**config.mk**
```make
export PLATFORM = sky130hd
export DESIGN_NAME = reducer_ingress
export DESIGN_NICKNAME = d
export VERILOG_FILES = /design/src/rtl/noc_pkg.sv /design/src/rtl/sync_fifo.sv /design/src/rtl/reducer_ingress.sv
export SDC_FILE = /design/constraint.sdc
export NUM_CORES = 1
export LEC_CHECK = 0
export CORE_ASPECT_RATIO = 1.1
export CORE_MARGIN = 4
export CORE_UTILIZATION = 25
export DETAILED_ROUTE_END_ITERATION = 7
export DONT_BUFFER_PORTS = 1
export GPL_ROUTABILITY_DRIVEN = 0
export GPL_TIMING_DRIVEN = 0
export PLACE_DENSITY = 0.45
export SYNTH_ARGS = -nofsm -noshare
export SYNTH_HDL_FRONTEND = slang
export SYNTH_SLANG_ARGS = --single-unit
```
**constraint.sdc**
```tcl
create_clock -name clk -period 7.9 [get_ports clk]
set_input_delay 1.185 -clock clk [delete_from_list [all_inputs] [get_ports clk]]
set_output_delay 1.185 -clock clk [all_outputs]
set_load 0.1 [all_outputs]
```
**src/rtl/noc_pkg.sv**
```systemverilog
// Shared NoC flit layout and the reducer's home location.
// Also holds the classification helper used by the ingress filter.
package noc_pkg;

  localparam int FLIT_W   = 36;
  localparam int HDR_W    = 4;
  localparam int HDR_X_HI = 3;
  localparam int HDR_X_LO = 2;
  localparam int HDR_Y_HI = 1;
  localparam int HDR_Y_LO = 0;

  localparam logic [HDR_W-1:0] REDUCER_LOC = 4'b1101;

  typedef enum logic [1:0] {
    FLIT_DROP     = 2'd0,
    FLIT_ACCEPT   = 2'd1,
    FLIT_MISROUTE = 2'd2
  } flit_kind_e;

  function automatic logic [HDR_W-1:0] make_hdr(input logic [1:0] x, input logic [1:0] y);
    logic [HDR_W-1:0] h;
    h                   = '0;
    h[HDR_X_HI:HDR_X_LO] = x;
    h[HDR_Y_HI:HDR_Y_LO] = y;
    return h;
  endfunction

  // Empty flits (null header or zero payload) are idle filler, not errors.
  function automatic flit_kind_e classify(input logic [HDR_W-1:0] hdr,
                                          input logic [HDR_W-1:0] own,
                                          input logic             payload_nz);
    if (hdr == '0 || !payload_nz) return FLIT_DROP;
    else if (hdr == own)          return FLIT_ACCEPT;
    else                          return FLIT_MISROUTE;
  endfunction

endpackage

```
**src/rtl/sync_fifo.sv**
```systemverilog
// First-word-fall-through synchronous FIFO with occupancy count and flush.
// Pointers wrap modulo DEPTH, which must be a power of two.
module sync_fifo #(
  parameter int WIDTH = 32,
  parameter int DEPTH = 8,
  parameter int PTR   = 3
) (
  input  logic             clk,
  input  logic             rst,
  input  logic             i_flush,
  input  logic             i_wr_en,
  input  logic [WIDTH-1:0] i_wr_data,
  input  logic             i_rd_en,
  output logic [WIDTH-1:0] o_rd_data,
  output logic [PTR:0]     o_count,
  output logic             o_full,
  output logic             o_empty
);

  localparam logic [PTR:0] FULL_CNT = (PTR+1)'(DEPTH);

  logic [WIDTH-1:0] r_mem [DEPTH];
  logic [PTR-1:0]   r_wr_ptr;
  logic [PTR-1:0]   r_rd_ptr;
  logic [PTR:0]     r_count;
  logic             w_push;
  logic             w_pop;

  assign o_full  = (r_count == FULL_CNT);
  assign o_empty = (r_count == '0);
  assign w_push  = i_wr_en & ~o_full;
  assign w_pop   = i_rd_en & ~o_empty;

  // NOTE: state uses non-blocking assignments so every flop samples pre-edge values.
  always_ff @(posedge clk) begin
    if (rst || i_flush) begin
      r_wr_ptr <= '0;
      r_rd_ptr <= '0;
      r_count  <= '0;
    end else begin
      if (w_push) r_wr_ptr <= r_wr_ptr + 1'b1;
      if (w_pop)  r_rd_ptr <= r_rd_ptr + 1'b1;
      case ({w_push, w_pop})
        2'b10:   r_count <= r_count + 1'b1;
        2'b01:   r_count <= r_count - 1'b1;
        default: r_count <= r_count;
      endcase
    end
  end

  // NOTE: storage has no reset; count gates validity, so stale contents are never observed.
  always_ff @(posedge clk) begin
    if (w_push) r_mem[r_wr_ptr] <= i_wr_data;
  end

  // Head entry is never overwritten while valid: a non-full FIFO keeps wr_ptr off rd_ptr.
  assign o_rd_data = r_mem[r_rd_ptr];
  assign o_count   = r_count;

endmodule

```
**src/rtl/reducer_ingress.sv**
```systemverilog
// Reducer ingress: filters flits from the router local port by header,
// buffers accepted payloads in a FWFT FIFO and keeps traffic statistics.
module reducer_ingress
  import noc_pkg::*;
#(
  parameter int WIDTH = FLIT_W,
  parameter int DEPTH = 8,
  parameter int PTR   = 3
) (
  input  logic               clk,
  input  logic               rst,
  input  logic [1:0]         noc_locationx,
  input  logic [1:0]         noc_locationy,
  input  logic [WIDTH-1:0]   Data_in,
  input  logic               Data_in_valid,
  output logic               Data_in_ready,
  output logic [WIDTH-5:0]   Data_out,
  output logic               Data_out_valid,
  input  logic               Data_out_ready,
  input  logic               flush,
  output logic [PTR:0]       fifo_count,
  output logic [15:0]        word_count,
  output logic [7:0]         misroute_count,
  output logic               misroute_err
);

  logic       w_full;
  logic       w_empty;
  logic       w_transfer;
  logic       w_push;
  logic       w_misroute;
  flit_kind_e w_kind;

  logic [15:0] r_word_count;
  logic [7:0]  r_misroute_count;
  logic        r_misroute_err;

  // Ready depends only on the registered count, never on Data_out_ready.
  assign Data_in_ready  = ~w_full;
  assign Data_out_valid = ~w_empty;
  assign w_transfer     = Data_in_valid & Data_in_ready;
  assign w_kind         = classify(Data_in[HDR_W-1:0],
                                   make_hdr(noc_locationx, noc_locationy),
                                   |Data_in[WIDTH-1:HDR_W]);
  assign w_push         = w_transfer && (w_kind == FLIT_ACCEPT);
  assign w_misroute     = w_transfer && (w_kind == FLIT_MISROUTE);

  sync_fifo #(
    .WIDTH (WIDTH - HDR_W),
    .DEPTH (DEPTH),
    .PTR   (PTR)
  ) u_fifo (
    .clk       (clk),
    .rst       (rst),
    .i_flush   (flush),
    .i_wr_en   (w_push),
    .i_wr_data (Data_in[WIDTH-1:HDR_W]),
    .i_rd_en   (Data_out_ready),
    .o_rd_data (Data_out),
    .o_count   (fifo_count),
    .o_full    (w_full),
    .o_empty   (w_empty)
  );

  // Counters track accepted traffic even when a flush discards the word.
  always_ff @(posedge clk) begin
    if (rst) begin
      r_word_count     <= '0;
      r_misroute_count <= '0;
      r_misroute_err   <= 1'b0;
    end else begin
      if (w_push && r_word_count != 16'hFFFF)
        r_word_count <= r_word_count + 16'd1;
      if (w_misroute && r_misroute_count != 8'hFF)
        r_misroute_count <= r_misroute_count + 8'd1;
      r_misroute_err <= w_misroute;
    end
  end

  assign word_count     = r_word_count;
  assign misroute_count = r_misroute_count;
  assign misroute_err   = r_misroute_err;

endmodule

```
Yosys cells after proc, flatten, opt, wreduce, memory -nomap -nowiden. Memory sizes are Yosys's and may differ from the RTL's. A register that Yosys moved wholly into a read port is not among the register bits. Cells that the tools add are included.

Register bits: 35. Bits in writable memories: 256. Word-level logic and storage cells: 44. Memories kept: 1.

Add/sub/neg operators: 6. Equal/unequal tests: 8. Muxes and demuxes: 7. Bitwise operators: 5. Reductions and logical operators: 11.

Memory list: u_fifo.r_mem (words 8, bits a word 32, read ports 1, clocked after Yosys merged registers in 1, wr ports 1, RTL line sync_fifo.sv:22) `logic [WIDTH-1:0] r_mem [DEPTH];`.

Operators by type and width (number): OR reduction 32 bit (1); adder 16 x 1 -> 16 bit, second input constant (1); inequality test 16 bit, second input constant (1); adder 8 x 1 -> 8 bit, second input constant (1); zero test 4 bit (2); inequality test 8 bit, second input constant (1); one-hot mux 4 bit (2 select lines) (1); adder 3 x 1 -> 3 bit, second input constant (2); two-way mux 3 bit (2); adder 4 x 1 -> 4 bit, second input constant (1); == test 2 x 1 -> 1 bit, second input constant (2); == test 2 bit, second input constant (2); == test 4 bit (1); == test 4 bit, second input constant (1); logical AND 1 bit (4); two-way mux 2 bit (2); subtractor 4 x 1 -> 4 bit, second input constant (1); AND 1 bit (3); logical OR 1 bit (2); two-way mux 1 bit (2); NOT 1 bit (2); nonzero test 2 bit (1); zero test 1 bit (1).

Longest topological paths before layout. Gate-level depths: netlist of the first run.

Word-level depth: 9. Gate-level depth with buffers: 12. Mapped depth without buffers: 11.

Modules after synthesis. From an unflattened synthesis of the first run, not the netlist that was laid out.

Cell total of the unflattened synthesis: 626. Area, all modules: 12046.6 um^2.

By module, submodules not included: sync_fifo (times used 1, cells an instance 446, area an instance 10522.6 um^2, seq. area each 7947.6 um^2); reducer_ingress (times used 1, cells an instance 180, area an instance 1524.0 um^2, seq. area each 500.5 um^2).

Worst setup path before layout of the first run. No wires, ideal clock.

Path type: register to register. From: register u_fifo.r_count[0] (netlist: u_fifo.o_count[0]). To: memory u_fifo.r_mem[3][0] (enable). Library setup time: 0.513 ns. Arrival: 5.643 ns. Data required time: 7.387 ns. Path slack: 1.744 ns. Cell stages (with the launch flop): 7. Path buffers: 1. Path through: dfxtp_1 -> nor3_1 -> nand2_2 -> o2111a_1 -> buf_2 -> nand2_1 -> nor4b_1.

Longest elaborated chain between the ends: 7.

RTL lines: start: declaration (RTL line sync_fifo.sv:25) `logic [PTR:0] r_count;`; start signal: assignment (RTL line sync_fifo.sv:44) `2'b10: r_count <= r_count + 1'b1;`; start signal: assignment (RTL line sync_fifo.sv:45) `2'b01: r_count <= r_count - 1'b1;`; start signal: assignment (RTL line sync_fifo.sv:46) `default: r_count <= r_count;`; == test 4 bit * (RTL line sync_fifo.sv:29) `assign o_full = (r_count == FULL_CNT);`; NOT 1 bit * (RTL line reducer_ingress.sv:39) `assign Data_in_ready = ~w_full;`; named net Data_in_ready (RTL line reducer_ingress.sv:16) `output logic Data_in_ready,`; AND 1 bit (RTL line reducer_ingress.sv:41) `assign w_transfer = Data_in_valid & Data_in_ready;`; logical AND 1 bit (RTL line reducer_ingress.sv:45) `assign w_push = w_transfer && (w_kind == FLIT_ACCEPT);`; AND 1 bit * (RTL line sync_fifo.sv:31) `assign w_push = i_wr_en & ~o_full;`; two-way mux 1 bit * (RTL line sync_fifo.sv:53) `if (w_push) r_mem[r_wr_ptr] <= i_wr_data;`; two-way mux 1 bit (not written as such) * (RTL line sync_fifo.sv:53); end: declaration (RTL line sync_fifo.sv:22).

Mark *: on every way through the listed nets, which the timed path passes. The rest lies on a longest branch.

Worst setup path in the final report of the first run.
From: register u_fifo.r_count[0] (netlist: u_fifo.o_count[0]). To: memory u_fifo.r_mem[3][16] (enable).

The elaborated chain is that of the path after synthesis.

==> impl_summary.log, run 1 <==
[metrics] outcome: finished clean
[metrics] post-route setup slack: 3.56 ns
[metrics] Die Footprint: 0.0507 sq mm
[metrics] total power: 3.35 mW
[metrics] area growth from synthesis to layout: 19.2%
[metrics] mux contribution to synthesized area: 16.9%
[metrics] Die Y: 236 microns
[metrics] Netlist cell types: 50
[metrics] first drt pass iteration count: 4
[metrics] Placement Cell Area: 0.0129 sq mm
[metrics] Static Leakage: 4.32 nW
[metrics] number of violations of the max-capacitance limit: 0
[metrics] Switching Fraction: 20.5%
[metrics] clock network power share: 47.1%
[metrics] GRT overflow: 0
[metrics] largest family of logic cells by synthesized area: multiplexers
[metrics] count of buffers added by post-CTS timing repair for setup: 0
[metrics] fraction of final layout cells with drive strength greater than 1: 29.9%
[metrics] setup repair after global routing missed its margin: false
[metrics] Internal Dissipation: 2.67 mW
[metrics] maximum resistive drop on vdd: 0.118 mV
[metrics] pin slew with the least headroom to its limit: 1.17 ns
[metrics] HPWL Detailed: 19900 microns
[metrics] number of antenna violations at the first check in global routing: 0
[metrics] number of I/O port buffers: 0
[metrics] area of the multi-input gates: 0.00321 sq mm
[metrics] number of instances in the synthesized netlist: 629
[metrics] number of vias per cell after detailed routing: 4.53
[metrics] final standard cell area without fillers: 0.0141 sq mm
[metrics] final hold vios: 0
[metrics] Post-Syn Area: 0.0118 sq mm
[metrics] Total Wirelength: 28900 microns
[metrics] share of power burned in registers: 51.0%
[metrics] count of state elements after synthesis: 294
[metrics] post-route setup TNS: 0 ns
[metrics] maximum level of the CTS H-tree: 2
[metrics] average footprint of a synthesized cell: 18.8 sq um
[metrics] compound-cell area share of the yosys netlist: 1.87%
[metrics] Max-slew headroom: 21.7%
[metrics] launch instance of the worst min-delay path: u_fifo.r_rd_ptr[1]
[metrics] I/O pin count: 108
[metrics] proportion of synthesized chip area in sequential cells: 71.6%
[metrics] Switch Pwr: 0.687 mW
[metrics] Sink Count: 294
[metrics] Post-layout nets: 752
[metrics] Critical Path Source: u_fifo.o_count[0]
[metrics] clock tree from TritonCTS: built
[metrics] core box area: 0.0466 sq mm
[metrics] dominant synthesized flop cell: sky130_fd_sc_hd__edfxtp_1
[metrics] Final Max Tran Viols: 0
[metrics] FF-to-FF path depth: 10
[metrics] Hold Buf Count CTS: 0
[metrics] clock latency on the worst-skew pair: 0.53 ns
[metrics] post-layout minimum cycle time: 4.34 ns
[metrics] final clock skew: 0.0164 ns
[metrics] worst-path fanout max: 9
[metrics] Max Clk Rate: 0.231 GHz
[metrics] pre-CTS setup slack: 3.38 ns
[metrics] Root Buffer: sky130_fd_sc_hd__clkbuf_16
[metrics] post-synth net total: 681
[metrics] number of setup violations in the final report: 0
[metrics] simple-gate share of the synthesized area: 6.65%
[metrics] clock transition at the registers of the reported paths: 0.06 ns
[metrics] mean routed wirelength per cell: 21.9 microns
[metrics] initial cell density of the core: 25.3%
[metrics] num rows: 83
[metrics] gr usage total: 11.4%
[metrics] path type of the worst setup path: flip-flop to flip-flop
[metrics] beginning of the worst register-to-register path: u_fifo.o_count[0]
[metrics] first-iteration detailed-routing DRC count: 234
[metrics] DR DRC count: 0
[metrics] Tcrit/Tclk final: 54.9%
[metrics] asr flop ratio synth: 0%
[metrics] hold-critical path depth: 2
[metrics] P per Cell Area: 239 mW/mm^2
[metrics] arrival time at the worst endpoint: 4.57 ns
[metrics] total CTS buffers: 36
[metrics] data required time at the worst endpoint: 8.13 ns
[metrics] number of synthesized flops with an enable pin: 256
[metrics] xor and xnor fraction of the mapped netlist area: 0.668%
[metrics] element type at the critical path start: flip-flop
[metrics] HP Class: flip-flop to flip-flop
[metrics] Inserted Diodes: 0
[metrics] yosys synthesis warning count: 0
[metrics] number of nets still failing antenna checks after routing: 0
[metrics] share of power burned in combinational logic: 2.0%
[metrics] vias: 5978
[metrics] post-cts gate resize count: 0
[metrics] number of global-route vias before repair: 6510
[metrics] first-pass GRT wire length: 43400 microns
[metrics] number of filler instances in the final layout: 4580
[metrics] combined flip-flop and latch cell area: 0.00845 sq mm
[metrics] final core utilization: 30.2%
[metrics] number of buffers on the longest clock path: 3
[metrics] largest net degree at the start of global routing: 18
[metrics] Critical Path Sink Type: flip-flop
[metrics] Post-Synth Adder-Cell Area: 0.742%
[metrics] horizontal die dimension: 215 microns
==> per-stage QoR <==
stage / hold WS (ns) / instances
after detailed placement: 0.484 / 1257
after floorplan: 0.454 / 629
after global placement: 0.482 / 1224
final: 0.500 / 1320
after CTS: 0.497 / 1320
after global routing: 0.515 / 1320
==> logic make-up (layout without fill, tap and decap cells) <==
kind of cell	count (synthesis)	after routing
flops	294	294
fa+ha+maj	7	7
mux	113	113
compound gates	33	33
buf+inv	39	135
simple gates	134	134
xor+xnor	9	9
==> layout by cell type (no fill, tap or decap), types with 7 or more instances in the layout <==
master / synthesis / final
sky130_fd_sc_hd__and3_1: 7 / 7
sky130_fd_sc_hd__ha_1: 7 / 7
sky130_fd_sc_hd__clkbuf_16: 0 / 37
sky130_fd_sc_hd__nor2_1: 21 / 20
sky130_fd_sc_hd__dfxtp_1: 38 / 38
sky130_fd_sc_hd__clkbuf_1: 17 / 28
sky130_fd_sc_hd__mux2_2: 44 / 44
sky130_fd_sc_hd__buf_6: 2 / 20
sky130_fd_sc_hd__buf_4: 0 / 10
sky130_fd_sc_hd__nand4_1: 7 / 7
sky130_fd_sc_hd__edfxtp_1: 256 / 256
sky130_fd_sc_hd__nor4_1: 17 / 16
sky130_fd_sc_hd__buf_2: 9 / 9
sky130_fd_sc_hd__nand3_1: 16 / 16
sky130_fd_sc_hd__nor2b_1: 13 / 13
sky130_fd_sc_hd__a21oi_1: 12 / 12
sky130_fd_sc_hd__inv_1: 8 / 8
sky130_fd_sc_hd__mux4_2: 64 / 64
sky130_fd_sc_hd__nand2_1: 16 / 16
==> worst paths after layout <==
kind | to | slack, ns
min reg2reg | u_fifo.r_rd_ptr[1] | 0.50
max reg2reg | u_fifo.r_mem[3][16] | 3.56
max | u_fifo.r_mem[3][16] | 3.56
min | u_fifo.r_rd_ptr[1] | 0.50
==> state kept, by name (all words and copies together) (netlist names), named ones only <==
signal and cells:
misroute_count 8, misroute_err 1, u_fifo.r_rd_ptr 3, u_fifo.r_mem 256, word_count 16, u_fifo.o_count 4
u_fifo.r_wr_ptr 3
==> synthesized netlist by cell type, drive strengths merged (6+ instances only) <==
cell type,instances,area share [%]
dfxtp,38,6.4
mux2,46,4.4
nand4,7,0.37
mux4,64,12
nand2,17,0.56
o31ai,6,0.38
nor2b,13,0.69
and3,7,0.37
clkbuf,17,0.54
a21oi,12,0.51
o21ai,6,0.25
nor2,22,0.72
or4,6,0.41
nor3,10,0.56
nand3,17,0.76
buf,14,0.81
inv,8,0.25
nor4,17,0.90
ha,7,0.74
edfxtp,256,65
==> critical path, stage by stage, from the launching register on <==
cell	delay (ns)
sky130_fd_sc_hd__dfxtp_1	1.08
sky130_fd_sc_hd__nor3_1	0.21
sky130_fd_sc_hd__nand2_2	0.55
sky130_fd_sc_hd__o2111a_1	0.28
sky130_fd_sc_hd__buf_2	0.21
sky130_fd_sc_hd__nand2_1	0.21
sky130_fd_sc_hd__nor4b_2	0.69
sky130_fd_sc_hd__buf_4	0.31
sky130_fd_sc_hd__buf_6	0.16
sky130_fd_sc_hd__buf_4	0.15
sky130_fd_sc_hd__buf_4	0.16
==> area by class of cell <==
cell class	count	share of cell area (%)
plain buffers	31	1.13
clock buffers	48	6.88
clock inverters	15	1.07
inverters	8	0.214
multi-input cells	296	22.8
flip-flops and latches	294	60.1
well taps	595	5.29
repair buffers	33	2.54
==> power groups by stage <==
stage | Sequential [mW] | Combinational, mW | Clock, mW
floorplan | 1.74 | 0.0524 | 0
global placement | 1.74 | 0.0649 | 0
detailed placement | 1.74 | 0.0668 | 0
CTS | 1.71 | 0.0669 | 1.63
global route | 1.71 | 0.0705 | 1.70
finish | 1.71 | 0.0656 | 1.58
==> routing by layer <==
| metal | part of all wire, % | GRT usage (%) | routed length, microns | up-vias |
|---|---|---|---|---|
| met5 | 0 | 0 | 0 | - |
| met4 | 1.7 | 2.75 | 499 | 0 |
| met3 | 7.4 | 4.42 | 2140 | 35 |
| met2 | 49 | 18.9 | 14100 | 133 |
| met1 | 42 | 14.0 | 12200 | 3095 |
| li1 | - | - | - | 2715 |
No activity file was read; power rests on OpenSTA's default activity.
==> run 2, diff against run 1 <==
--- a/config.mk
+++ b/config.mk
@@ -12,7 +12,7 @@
 export DONT_BUFFER_PORTS = 1
 export GPL_ROUTABILITY_DRIVEN = 0
 export GPL_TIMING_DRIVEN = 0
-export PLACE_DENSITY = 0.45
+export PLACE_DENSITY = 0.47
 export SYNTH_ARGS = -nofsm -noshare
 export SYNTH_HDL_FRONTEND = slang
 export SYNTH_SLANG_ARGS = --single-unit
==> constraint.sdc (replaced) <==
create_clock -name clk -period 3.8 [get_ports clk]
set_input_delay 0.57 -clock clk [delete_from_list [all_inputs] [get_ports clk]]
set_output_delay 0.57 -clock clk [all_outputs]
set_load 0.1 [all_outputs]
==> impl_summary.log, run 2 (same netlist as run 1, synthesis figures left out) <==
[metrics] horizontal die dimension: 215 microns
[metrics] mean routed wirelength per cell: 21.7 microns
[metrics] setup repair after global routing missed its margin: false
[metrics] number of antenna violations at the first check in global routing: 0
[metrics] clock network power share: 47.2%
[metrics] Post-layout nets: 746
[metrics] first drt pass iteration count: 4
[metrics] max reg flops: 256
[metrics] clock tree from TritonCTS: built
[metrics] beginning of the worst register-to-register path: u_fifo.o_count[0]
[metrics] Die Y: 236 microns
[metrics] number of nets still failing antenna checks after routing: 0
[metrics] worst-path fanout max: 10
[metrics] total instance count after detailed placement: 1243
[metrics] clock transition at the registers of the reported paths: 0.06 ns
[metrics] Reg2Reg Setup Slack: 0.32 ns
[metrics] largest net degree at the start of global routing: 21
[metrics] CP max stage delay: 0.70 ns
[metrics] maximum resistive drop on vdd: 0.245 mV
[metrics] first-pass GRT wire length: 43000 microns
[metrics] maximum level of the CTS H-tree: 2
[metrics] I/O pin count: 108
[metrics] number of vias per cell after detailed routing: 4.58
[metrics] critical path's top delay family: buffers and inverters
[metrics] pin slew with the least headroom to its limit: 1.14 ns
[metrics] final clock skew: 0.0128 ns
[metrics] number of I/O port buffers: 0
[metrics] element type at the critical path start: flip-flop
[metrics] HP Class: input port to flip-flop
[metrics] HPWL Detailed: 19000 microns
[metrics] data required time at the worst endpoint: 3.23 ns
[metrics] Die Footprint: 0.0507 sq mm
[metrics] total power: 6.98 mW
[metrics] first-iteration detailed-routing DRC count: 371
[metrics] Internal Dissipation: 5.54 mW
[metrics] Crit path top cell by count: sky130_fd_sc_hd__clkbuf_1
[metrics] GRT overflow: 0
[metrics] number of violations of the max-capacitance limit: 0
[metrics] number of global-route vias before repair: 6463
[metrics] final std cells w/o fill: 1314
[metrics] hold-critical path depth: 0
[metrics] critical path buffer and inverter count: 2
[metrics] Final Max Tran Viols: 0
[metrics] fraction of final layout cells with drive strength greater than 1: 30.9%
[metrics] commonest non-fill, non-tap cells in the layout: 256 x sky130_fd_sc_hd__edfxtp_1, 64 x sky130_fd_sc_hd__mux4_2, 44 x sky130_fd_sc_hd__mux2_2
[metrics] worst flop-to-flop path endpoint: u_fifo.o_count[2]
[metrics] met3 WL post-DR: 1930 microns
[metrics] Switch Pwr: 1.44 mW
[metrics] Tcrit/Tclk final: 93.0%
[metrics] cell breakdown of the critical path: clkbuf_1, clkbuf_1, mux4_2, mux2_2
[metrics] largest register by flop count: u_fifo.r_mem
[metrics] area growth from synthesis to layout: 20.7%
[metrics] number of filler instances in the final layout: 4544
[metrics] area of the multi-input gates: 0.00327 sq mm
[metrics] Placement Cell Area: 0.0130 sq mm
[metrics] share of power burned in registers: 50.9%
[metrics] Routed met1 length: 11900 microns
[metrics] post-route setup slack: 0.266 ns
[metrics] Root Buffer: sky130_fd_sc_hd__clkbuf_16
[metrics] combined flip-flop and latch cell area: 0.00846 sq mm
[metrics] FF-to-FF path depth: 12
[metrics] pre-CTS setup slack: -0.323 ns
[metrics] total CTS buffers: 36
[metrics] outcome: finished clean
[metrics] final hold vios: 0
[metrics] Critical Path Sink Type: output pin
[metrics] clock latency on the worst-skew pair: 0.53 ns
[metrics] core box area: 0.0466 sq mm
[metrics] initial cell density of the core: 25.3%
[metrics] Hold Buf Count CTS: 0
[metrics] Static Leakage: 4.36 nW
[metrics] P per Cell Area: 490 mW/mm^2
[metrics] highest routed metal layer: met4
[metrics] Sink Count: 294
[metrics] final standard cell area without fillers: 0.0142 sq mm
[metrics] Max-slew headroom: 23.7%
[metrics] Max Clk Rate: 0.283 GHz
[metrics] Critical Path Stages: 4
[metrics] launch instance of the worst min-delay path: Data_in[17]
[metrics] Total Wirelength: 28600 microns
[metrics] detailed-routed wire length on met2: 14100 microns
[metrics] gr usage total: 11.3%
[metrics] number of buffers on the longest clock path: 3
[metrics] vias: 6015
[metrics] number of setup violations in the final report: 0
[metrics] post-layout minimum cycle time: 3.53 ns
[metrics] slowest cell on the critical path: sky130_fd_sc_hd__clkbuf_1
[metrics] path type of the worst setup path: flip-flop to output pin
[metrics] Critical Path Sink: Data_out[1]
[metrics] share of power burned in combinational logic: 1.9%
[metrics] DR DRC count: 0
[metrics] arrival time at the worst endpoint: 2.96 ns
[metrics] most common cell after layout, fill and taps aside: sky130_fd_sc_hd__edfxtp_1
[metrics] num rows: 83
[metrics] post-route setup TNS: 0 ns
[metrics] Switching Fraction: 20.7%
[metrics] Inserted Diodes: 0
[run 2: cell types whose count changed in the layout (fill, tap and decap cells not counted), moves of 4 or more]
cell                      delta
sky130_fd_sc_hd__dfxtp_1     -4
sky130_fd_sc_hd__buf_4       -4
sky130_fd_sc_hd__buf_8       +4
sky130_fd_sc_hd__buf_6      -15
sky130_fd_sc_hd__buf_16      +7
[run 2: how the worst min path moves through the flow]
stage | endpoint | slack [ns]
after floorplan | flip-flop | 0.45
after global placement | u_fifo.r_rd_ptr[1] | 0.49
after detailed placement | flip-flop | 0.49
after CTS | u_fifo.r_mem[5][13] | 0.08
after global routing | u_fifo.r_mem[4][22] | 0.09
final | u_fifo.r_mem[5][13] | 0.12
[run 2: power groups by stage]
stage	Combinational (mW)	Sequential (mW)	Clock (mW)
global placement	0.135	3.62	0
detailed placement	0.138	3.62	0
global route	0.146	3.55	3.53
finish	0.136	3.55	3.29
floorplan	0.110	3.62	0
CTS	0.138	3.55	3.41
[run 2: repair_timing]
item | 4_1_cts | 5_1_grt
resized for setup | 2 | 3
pin swaps | 3 | 0
setup endpoints to repair | 22 | 2
setup buffers | 8 | 0
[run 2: layout make-up]
type,count,area share [%]
clock buffer,47,6.99
sequential,294,59.4
tap,595,5.23
clock inverter,16,0.958
buffer,31,1.12
timing repair buffer,27,3.17
multi-input combinational,296,22.9
inverter,8,0.211
[run 2: per-stage QoR]
step	utilization [%]	hold slack, ns
floorplan	-	0.454
global placement	27.0	0.490
detailed placement	27.9	0.490
CTS	30.5	0.0837
global route	30.5	0.0895
finish	30.5	0.125
[run 2: layer usage]
layer  vias up  GRT usage, %
met5         -             0
met3        41          3.77
li1       2709             -
met1      3137          13.6
met2       128          19.0
met4         0          3.67
==> run 3, diff against run 2 <==
--- a/config.mk
+++ b/config.mk
@@ -7,12 +7,12 @@
 export LEC_CHECK = 0
 export CORE_ASPECT_RATIO = 1.1
 export CORE_MARGIN = 4
-export CORE_UTILIZATION = 25
+export CORE_UTILIZATION = 23
 export DETAILED_ROUTE_END_ITERATION = 7
 export DONT_BUFFER_PORTS = 1
 export GPL_ROUTABILITY_DRIVEN = 0
 export GPL_TIMING_DRIVEN = 0
-export PLACE_DENSITY = 0.47
+export PLACE_DENSITY = 0.43
 export SYNTH_ARGS = -nofsm -noshare
 export SYNTH_HDL_FRONTEND = slang
 export SYNTH_SLANG_ARGS = --single-unit
==> constraint.sdc (replaced) <==
create_clock -name clk -period 3.45 [get_ports clk]
set_input_delay 0.5175 -clock clk [delete_from_list [all_inputs] [get_ports clk]]
set_output_delay 0.5175 -clock clk [all_outputs]
set_load 0.1 [all_outputs]
==> impl_summary.log, run 3 (same netlist as run 1, synthesis figures left out) <==
[metrics] number of vias per cell after detailed routing: 4.38
[metrics] Hold Buf Count CTS: 0
[metrics] share of power burned in combinational logic: 2.0%
[metrics] final std cells w/o fill: 1374
[metrics] pre-CTS setup slack: -0.591 ns
[metrics] Die Y: 246 microns
[metrics] Critical Path Sink Type: output pin
[metrics] horizontal die dimension: 224 microns
[metrics] total CTS buffers: 35
[metrics] number of setup violations in the final report: 0
[metrics] maximum resistive drop on vdd: 0.254 mV
[metrics] data required time at the worst endpoint: 2.93 ns
[metrics] Max Clk Rate: 0.308 GHz
[metrics] Final Max Tran Viols: 0
[metrics] post-route setup slack: 0.203 ns
[metrics] setup repair after global routing missed its margin: false
[metrics] num rows: 86
[metrics] largest register by flop count: u_fifo.r_mem
[metrics] clock network power share: 46.6%
[metrics] DR DRC count: 0
[metrics] combined flip-flop and latch cell area: 0.00846 sq mm
[metrics] number of nets still failing antenna checks after routing: 0
[metrics] clock tree from TritonCTS: built
[metrics] outcome: finished clean
[metrics] P per Cell Area: 535 mW/mm^2
[metrics] Switching Fraction: 21.1%
[metrics] vias: 6023
[metrics] number of I/O port buffers: 0
[metrics] Sink Count: 294
[metrics] first-iteration detailed-routing DRC count: 246
[metrics] Die Footprint: 0.0550 sq mm
[metrics] mean routed wirelength per cell: 21.6 microns
[metrics] final standard cell area without fillers: 0.0142 sq mm
[metrics] Static Leakage: 4.33 nW
[metrics] Critical Path Sink: Data_out[25]
[metrics] FF-to-FF path depth: 11
[metrics] worst hold margin: 0.0713 ns
[metrics] Tcrit/Tclk final: 94.1%
[metrics] total power: 7.61 mW
[metrics] total instance count after detailed placement: 1306
[metrics] first drt pass iteration count: 4
[metrics] clock transition at the registers of the reported paths: 0.06 ns
[metrics] number of filler instances in the final layout: 4991
[metrics] share of power burned in registers: 51.4%
[metrics] post-layout minimum cycle time: 3.25 ns
[metrics] initial cell density of the core: 23.4%
[metrics] Internal Dissipation: 6.00 mW
[metrics] worst flop-to-flop path endpoint: u_fifo.o_count[3]
[metrics] final hold vios: 0
[metrics] Reg2Reg Setup Slack: 0.27 ns
[metrics] Switch Pwr: 1.60 mW
[metrics] Root Buffer: sky130_fd_sc_hd__clkbuf_16
[metrics] commonest non-fill, non-tap cells in the layout: 256 x sky130_fd_sc_hd__edfxtp_1, 64 x sky130_fd_sc_hd__mux4_2, 44 x sky130_fd_sc_hd__mux2_2
[metrics] worst-path fanout max: 10
[metrics] GRT overflow: 0
[metrics] Inserted Diodes: 0
[metrics] I/O pin count: 108
[metrics] clock latency on the worst-skew pair: 0.54 ns
[metrics] maximum level of the CTS H-tree: 2
[metrics] beginning of the worst register-to-register path: u_fifo.o_count[0]
[metrics] final clock skew: 0.0154 ns
[metrics] Max-slew headroom: 22.6%
[metrics] largest net degree at the start of global routing: 23
[metrics] arrival time at the worst endpoint: 2.73 ns
[metrics] area of the multi-input gates: 0.00328 sq mm
[metrics] first-pass GRT wire length: 44200 microns
[metrics] max reg flops: 256
[metrics] path type of the worst setup path: flip-flop to output pin
[metrics] Total Wirelength: 29700 microns
[metrics] HPWL Detailed: 20000 microns
[metrics] gr usage total: 10.8%
[metrics] pin slew with the least headroom to its limit: 1.16 ns
[metrics] number of buffers on the longest clock path: 3
[metrics] core box area: 0.0505 sq mm
[metrics] Post-layout nets: 742
[metrics] fraction of final layout cells with drive strength greater than 1: 31.1%
[metrics] element type at the critical path start: flip-flop
[metrics] number of global-route vias before repair: 6449
[metrics] Placement Cell Area: 0.0131 sq mm
[metrics] number of antenna violations at the first check in global routing: 0
[metrics] area growth from synthesis to layout: 20.5%
[metrics] number of violations of the max-capacitance limit: 0
[metrics] HP Class: input port to flip-flop
[metrics] most common cell after layout, fill and taps aside: sky130_fd_sc_hd__edfxtp_1
[run 3: what timing repair did]
| action | in CTS | in global routing |
|---|---|---|
| setup endpoints to repair | 132 | 2 |
| setup buffers | 7 | 0 |
| gates resized for setup | 9 | 2 |
| pin swaps | 4 | 0 |
[run 3: layout make-up]
cell class              count  area share, %
repair buffers             24           2.65
inverters                   8          0.211
flip-flops and latches    294           59.5
clock inverters            15          0.977
multi-input cells         296           23.0
clock buffers              46           6.66
plain buffers              31           1.17
well taps                 660           5.81
[run 3: worst min-delay path by stage]
stage	startpoint	endpoint	cells after the start
4_1_cts	Data_in[20]	u_fifo.r_mem[1][16]	0
3_3_place_gp	u_fifo.r_rd_ptr[1]	u_fifo.r_rd_ptr[1]	2
6_report	Data_in[22]	u_fifo.r_mem[0][18]	0
3_5_place_dp	u_fifo.r_rd_ptr[1]	u_fifo.r_rd_ptr[1]	2
5_1_grt	Data_in[10]	u_fifo.r_mem[6][6]	0
2_1_floorplan	u_fifo.r_rd_ptr[1]	flip-flop	2
[run 3: stage by stage]
stage	utilization, %	TNS [ns]
after floorplan	-	0
after global placement	25.2	-286.63
after detailed placement	25.9	-15.78
after CTS	28.2	0
after global routing	28.2	0
final	28.2	0
[run 3: layer usage]
| metal | global-route usage [%] | up-vias | routed length, microns |
|---|---|---|---|
| met5 | 0 | - | 0 |
| met4 | 2.59 | 0 | 478 |
| met3 | 4.23 | 32 | 2250 |
| met2 | 17.8 | 143 | 14500 |
| met1 | 13.4 | 3148 | 12500 |
| li1 | - | 2700 | - |
[run 3: power by group through the flow]
stage | clock (mW) | sequential (mW) | combinational, mW
global route | 3.82 | 3.91 | 0.165
CTS | 3.68 | 3.91 | 0.156
floorplan | 0 | 3.98 | 0.122
global placement | 0 | 3.99 | 0.151
finish | 3.54 | 3.91 | 0.153
detailed placement | 0 | 3.99 | 0.156
[run 3: worst max-delay path, stage by stage, from the launching register on]
cell	delay, ns
sky130_fd_sc_hd__dfxtp_1	0.31
sky130_fd_sc_hd__clkbuf_1	0.52
sky130_fd_sc_hd__clkbuf_2	0.48
sky130_fd_sc_hd__mux4_2	0.37
sky130_fd_sc_hd__mux2_2	0.52
